==> src/rtl/mux_rr_arbiter_if.sv <==
// mux_rr_arbiter_if: request/data/grant bundle between four sources and the arbiter.
// Ports (via modports):
//   master - drives req, a, b, c, d; observes gnt, s1, s0, f, f_valid, busy
//   slave  - the arbiter side; the reverse directions
interface mux_rr_arbiter_if #(parameter int W = 1);
  logic [3:0]   req;
  logic [W-1:0] a, b, c, d;
  logic [3:0]   gnt;
  logic         s1, s0;
  logic [W-1:0] f;
  logic         f_valid;
  logic         busy;
  modport master(output req, a, b, c, d, input gnt, s1, s0, f, f_valid, busy);
  modport slave(input req, a, b, c, d, output gnt, s1, s0, f, f_valid, busy);
endinterface

==> src/rtl/mux_rr_arbiter.sv <==
// mux_rr_arbiter: round-robin arbiter sharing one 4:1 mux between four requesters.
// Ports:
//   clk   - rising-edge clock
//   rst_n - asynchronous active-low reset
//   bus   - mux_rr_arbiter_if.slave: req[3:0], a/b/c/d data in;
//           gnt (one-hot), s1/s0 (select), f/f_valid (registered mux out), busy
// Optional: define ARB_FIXED_PRIO_EN for fixed lowest-index priority instead of rotation.
module mux_rr_arbiter #(
  parameter int W        = 1,
  parameter int MAX_HOLD = 4,
  parameter int HCW      = 8
) (
  input logic            clk,
  input logic            rst_n,
  mux_rr_arbiter_if.slave bus
);
  typedef enum logic {IDLE, GRANT} state_t;
  state_t         state, state_nxt;
  logic [1:0]     sel, sel_nxt, win;
  logic [3:0]     gnt, gnt_nxt;
  logic [HCW-1:0] hold_cnt, hold_nxt;
  logic [W-1:0]   f, mux;
  logic           f_valid, rel;
`ifdef ARB_FIXED_PRIO_EN
  always_comb win = bus.req[0] ? 2'd0 : bus.req[1] ? 2'd1 : bus.req[2] ? 2'd2 : 2'd3;
`else
  logic [1:0] ptr, ptr_nxt;
  logic [7:0] dbl;
  logic [3:0] rot;
  // Rotate req so bit 0 is the requester at ptr; the offset of the first set bit
  // added to ptr (mod 4) is the winner.
  always_comb begin
    dbl = {bus.req, bus.req} >> ptr;
    rot = dbl[3:0];
    win = ptr + (rot[0] ? 2'd0 : rot[1] ? 2'd1 : rot[2] ? 2'd2 : 2'd3);
  end
`endif
  // sel always holds the granted index while in GRANT.
  assign rel = !bus.req[sel] || hold_cnt == HCW'(MAX_HOLD);
  always_comb begin
    state_nxt = state;
    gnt_nxt   = gnt;
    sel_nxt   = sel;
    hold_nxt  = hold_cnt;
`ifndef ARB_FIXED_PRIO_EN
    ptr_nxt   = ptr;
`endif
    if (state == IDLE) begin
      if (|bus.req) begin
        state_nxt = GRANT;
        gnt_nxt   = 4'b0001 << win;
        sel_nxt   = win;
        hold_nxt  = HCW'(1);
      end
    end else if (rel) begin
      state_nxt = IDLE;
      gnt_nxt   = '0;
      hold_nxt  = '0;
`ifndef ARB_FIXED_PRIO_EN
      ptr_nxt   = sel + 2'd1;
`endif
    end else begin
      hold_nxt = hold_cnt + 1'b1;
    end
  end
  always_comb mux = sel[1] ? (sel[0] ? bus.d : bus.c) : (sel[0] ? bus.b : bus.a);
  always_ff @(posedge clk or negedge rst_n) begin
    if (!rst_n) begin
      state    <= IDLE;
      gnt      <= '0;
      sel      <= '0;
      hold_cnt <= '0;
      f        <= '0;
      f_valid  <= 1'b0;
`ifndef ARB_FIXED_PRIO_EN
      ptr      <= '0;
`endif
    end else begin
      state    <= state_nxt;
      gnt      <= gnt_nxt;
      sel      <= sel_nxt;
      hold_cnt <= hold_nxt;
      f        <= state == GRANT ? mux : '0;
      f_valid  <= state == GRANT;
`ifndef ARB_FIXED_PRIO_EN
      ptr      <= ptr_nxt;
`endif
    end
  end
  assign bus.gnt     = gnt;
  assign bus.s1      = sel[1];
  assign bus.s0      = sel[0];
  assign bus.f       = f;
  assign bus.f_valid = f_valid;
  assign bus.busy    = state == GRANT;
endmodule

==> src/flat_wrapper.sv <==
// flat-port wrapper written by rule: the top's interface ports become plain ports
module mux_rr_arbiter_flat 
#(
  parameter int W        = 1,
  parameter int MAX_HOLD = 4,
  parameter int HCW      = 8
)
  (clk, rst_n, bus_req, bus_a, bus_b, bus_c, bus_d, bus_gnt, bus_s1, bus_s0, bus_f, bus_f_valid, bus_busy);
  mux_rr_arbiter_if #(.W(W)) bus_i ();
  input logic clk;
  input logic rst_n;
  input wire logic [$bits(bus_i.req)-1:0] bus_req;
  input wire logic [$bits(bus_i.a)-1:0] bus_a;
  input wire logic [$bits(bus_i.b)-1:0] bus_b;
  input wire logic [$bits(bus_i.c)-1:0] bus_c;
  input wire logic [$bits(bus_i.d)-1:0] bus_d;
  output wire logic [$bits(bus_i.gnt)-1:0] bus_gnt;
  output wire logic [$bits(bus_i.s1)-1:0] bus_s1;
  output wire logic [$bits(bus_i.s0)-1:0] bus_s0;
  output wire logic [$bits(bus_i.f)-1:0] bus_f;
  output wire logic [$bits(bus_i.f_valid)-1:0] bus_f_valid;
  output wire logic [$bits(bus_i.busy)-1:0] bus_busy;
  assign bus_i.req = bus_req;
  assign bus_i.a = bus_a;
  assign bus_i.b = bus_b;
  assign bus_i.c = bus_c;
  assign bus_i.d = bus_d;
  assign bus_gnt = bus_i.gnt;
  assign bus_s1 = bus_i.s1;
  assign bus_s0 = bus_i.s0;
  assign bus_f = bus_i.f;
  assign bus_f_valid = bus_i.f_valid;
  assign bus_busy = bus_i.busy;
  mux_rr_arbiter #(.W(W), .MAX_HOLD(MAX_HOLD), .HCW(HCW)) u_core (.clk(clk), .rst_n(rst_n), .bus(bus_i));
endmodule
==> config.mk <==
export PLATFORM = sky130hd
export DESIGN_NAME = mux_rr_arbiter_flat
export DESIGN_NICKNAME = d
export VERILOG_FILES = /design/src/rtl/mux_rr_arbiter_if.sv /design/src/rtl/mux_rr_arbiter.sv /design/src/flat_wrapper.sv
export SDC_FILE = /design/constraint.sdc
export NUM_CORES = 1
export LEC_CHECK = 0
export ABC_CLOCK_PERIOD_IN_PS = 2000
export CORE_AREA = 2 2 49 51
export CTS_BUF_LIST = sky130_fd_sc_hd__clkbuf_16
export CTS_CLUSTER_SIZE = 40
export DETAILED_ROUTE_END_ITERATION = 10
export DIE_AREA = 0 0 51 53
export GPL_TIMING_DRIVEN = 0
export PLACE_DENSITY_LB_ADDON = 0.08
export RECOVER_POWER = 25
export SLEW_MARGIN = 20
export SYNTH_ARGS = -nofsm -noshare
export SYNTH_HDL_FRONTEND = slang
export SYNTH_SLANG_ARGS = --single-unit
==> constraint.sdc <==
create_clock -name clk -period 2 [get_ports clk]
set_input_delay 0.4 -clock clk [delete_from_list [all_inputs] [get_ports clk]]
set_output_delay 0.4 -clock clk [all_outputs]
set_load 0.005 [all_outputs]
==> out/results.ini <==
[route]
first_pass_iters=4
drt_iter0_drc=15
drt-total-wl_mm=2.20
vias=887
routedWlPerCell_um=14.2
drc=0
drt-vias-per-instance=5.72
ant_nets=0

[logic_synthesis]
synth-edff-count=0
synth_flop_cell=dfrtp_1
synth_top_area_share_pct=45.9
synth_cells=105
yosys-top-cells-area=dfrtp_1, nand2_1, a21oi_1
synth_fp_nets=118
ys_seq_area_share_pct=45.9
syn_area_mm2=0.00104
synth_seq_cells=19
synth_top_area_cell=dfrtp_1
yosys.cell_types.count=33
ys_warn_count=0
synth.avg_cell_area_um2=9.87
synth-async-reset-ratio_pct=100

[clocking]
ctsResizeCount=7
htree_levels=1
cts_tree=built
clk_path_buf_depth=2
cts_num_sinks=19
post_cts_buffers=0
cts_buffers=3
postCtsHoldBufs=0
root_buffer=clkbuf_16
clk_pin_slew_ns=0.05
clock_latency_ns=0.25

[power]
powerDensity_mw_per_mm2=1460
vdd_drop_max_mv=1.01
p_total_mw=1.95
leakagePower_nw=0.599

[global_route]
grt-ovfl-total=0
grt_pass1_vias=813
met3_usage_pct=2.54
antenna_found_initial=0
gr-usage-met1_pct=25.9
met2_usage_pct=32.7
grtUsageTotal_pct=19.8
grt_pass1_wl_mm=3.89
top_usage_layer=met2
grt_max_degree=20

[timing]
fin_crit_sh_pct=94.4
slew_headroom_pct=43.1
setup_viol=0
finalWorstSetupSlack_ns=0.113
holdWs_ns=0.462
fin_crit_ns=1.89
fin_worst_skew_ns=0.00110
tns_ns=0
rsz0062_at_grt=false
maxSlewViolCount=0
tightest_slew_ns=0.850
max_freq_ghz=0.530
hold_violations=0

[place]
dp_hpwl_mm=1.57
place_congestion=0.810
dpl_cell_area_mm2=0.00125
dpl.cell_count=151
place_ws_ns=-0.394
io_buffers=18

[die]
dieArea_mm2=0.00270
initial_core_util_pct=48.2
rows=17
dieWidth_um=51
die_height_um=53
num_io_pins=19
coreArea_mm2=0.00215

[final_layout]
drive_gt1_share_pct=7.87
fin_cells=155
diodes=0
area_growth_pct=29.1
final_common_cell=dfrtp_1
final_nets=141
final_util_pct=62.3
final_area_mm2=0.00134
mostFrequentLayoutCells=dfrtp_1, nand2_1, clkdlybuf4s50_1

[critical_path]
slowest_delay_ns=0.53
cp_max_fo=8
cp.required_ns=2.13
cp-start-kind=register
critical_path.slowest_cell=mux4_2
critical_path_class=register to register
crit_arrival_ns=2.02
crit_chain=mux4_2 > a21boi_4 > and2_4 > buf_6 > a311o_1
cp-end-kind=register

[worst_hold_path]
hold_path_class=register to register

[run]
cap_violations=0

[outcome]
outcome=completed

## logic make-up after synthesis
logic type | synth area share, %
fa+ha+maj | 3.62
mux | 5.80
compound gates | 19.3
xor+xnor | 1.69
buf+inv | 3.62
flops | 45.9
simple gates | 20.0
## flip-flops by register name, indices dropped and copies added, names as in the netlist
register	flops
u_core.bus.busy	1
u_core.bus.f	1
u_core.sel	2
u_core.bus.f_valid	1
u_core.ptr	2
u_core.hold_cnt	8
u_core.bus.gnt	4
## worst paths after layout
kind,slack [ns],start,cells after the start,endpoint
max in group asynchronous,0.77,rst_n,1,u_core.hold_cnt[1]
worst max-delay path,0.11,u_core.sel[0],5,u_core.hold_cnt[7]
worst min register to register,0.46,u_core.bus.busy,0,u_core.bus.f_valid
worst max register to register,0.11,u_core.sel[0],5,u_core.hold_cnt[7]
min in group asynchronous,0.71,rst_n,1,u_core.hold_cnt[2]
worst min-delay path,0.46,u_core.bus.busy,0,u_core.bus.f_valid
## routing by layer
| layer | share of wire, % | routed length [µm] |
|---|---|---|
| met1 | 48 | 1050 |
| met3 | 3.0 | 66 |
| met5 | 0 | 0 |
| met4 | 1.6 | 36 |
| met2 | 48 | 1050 |
## report_power, final
| group | switching [mW] | internal [mW] |
|---|---|---|
| clock | 0.137 | 0.266 |
| sequential | 0.147 | 0.513 |
| combinational | 0.412 | 0.472 |
## cells in the mapped netlist (all sizes together), types with 3 or more instances
cell type and n:
nand2 13, a31oi 3, nand3 7, nand2b 4, o21ai 7, dfrtp 19
nor3 5, ha 3, a21oi 8, inv 5, nor2 4
## final cells by class
| cell class | instances | area (µm²) |
|---|---|---|
| sequential | 19 | 475 |
| clock inverter | 1 | 3.75 |
| fill | 184 | 811 |
| tap | 28 | 35.0 |
| inverter | 5 | 18.8 |
| timing repair buffer | 18 | 175 |
| clock buffer | 3 | 75.1 |
| buffer | 3 | 18.8 |
| multi-input combinational | 78 | 536 |
## critical path: cells and delay by family (launching register included)
| kind | cells | cell delay (ns) |
|---|---|---|
| flops | 1 | 0.47 |
| buf+inv | 1 | 0.12 |
| simple gates | 1 | 0.18 |
| mux | 1 | 0.53 |
| compound gates | 2 | 0.46 |
Note: power is estimated with default switching activity, not from simulation.
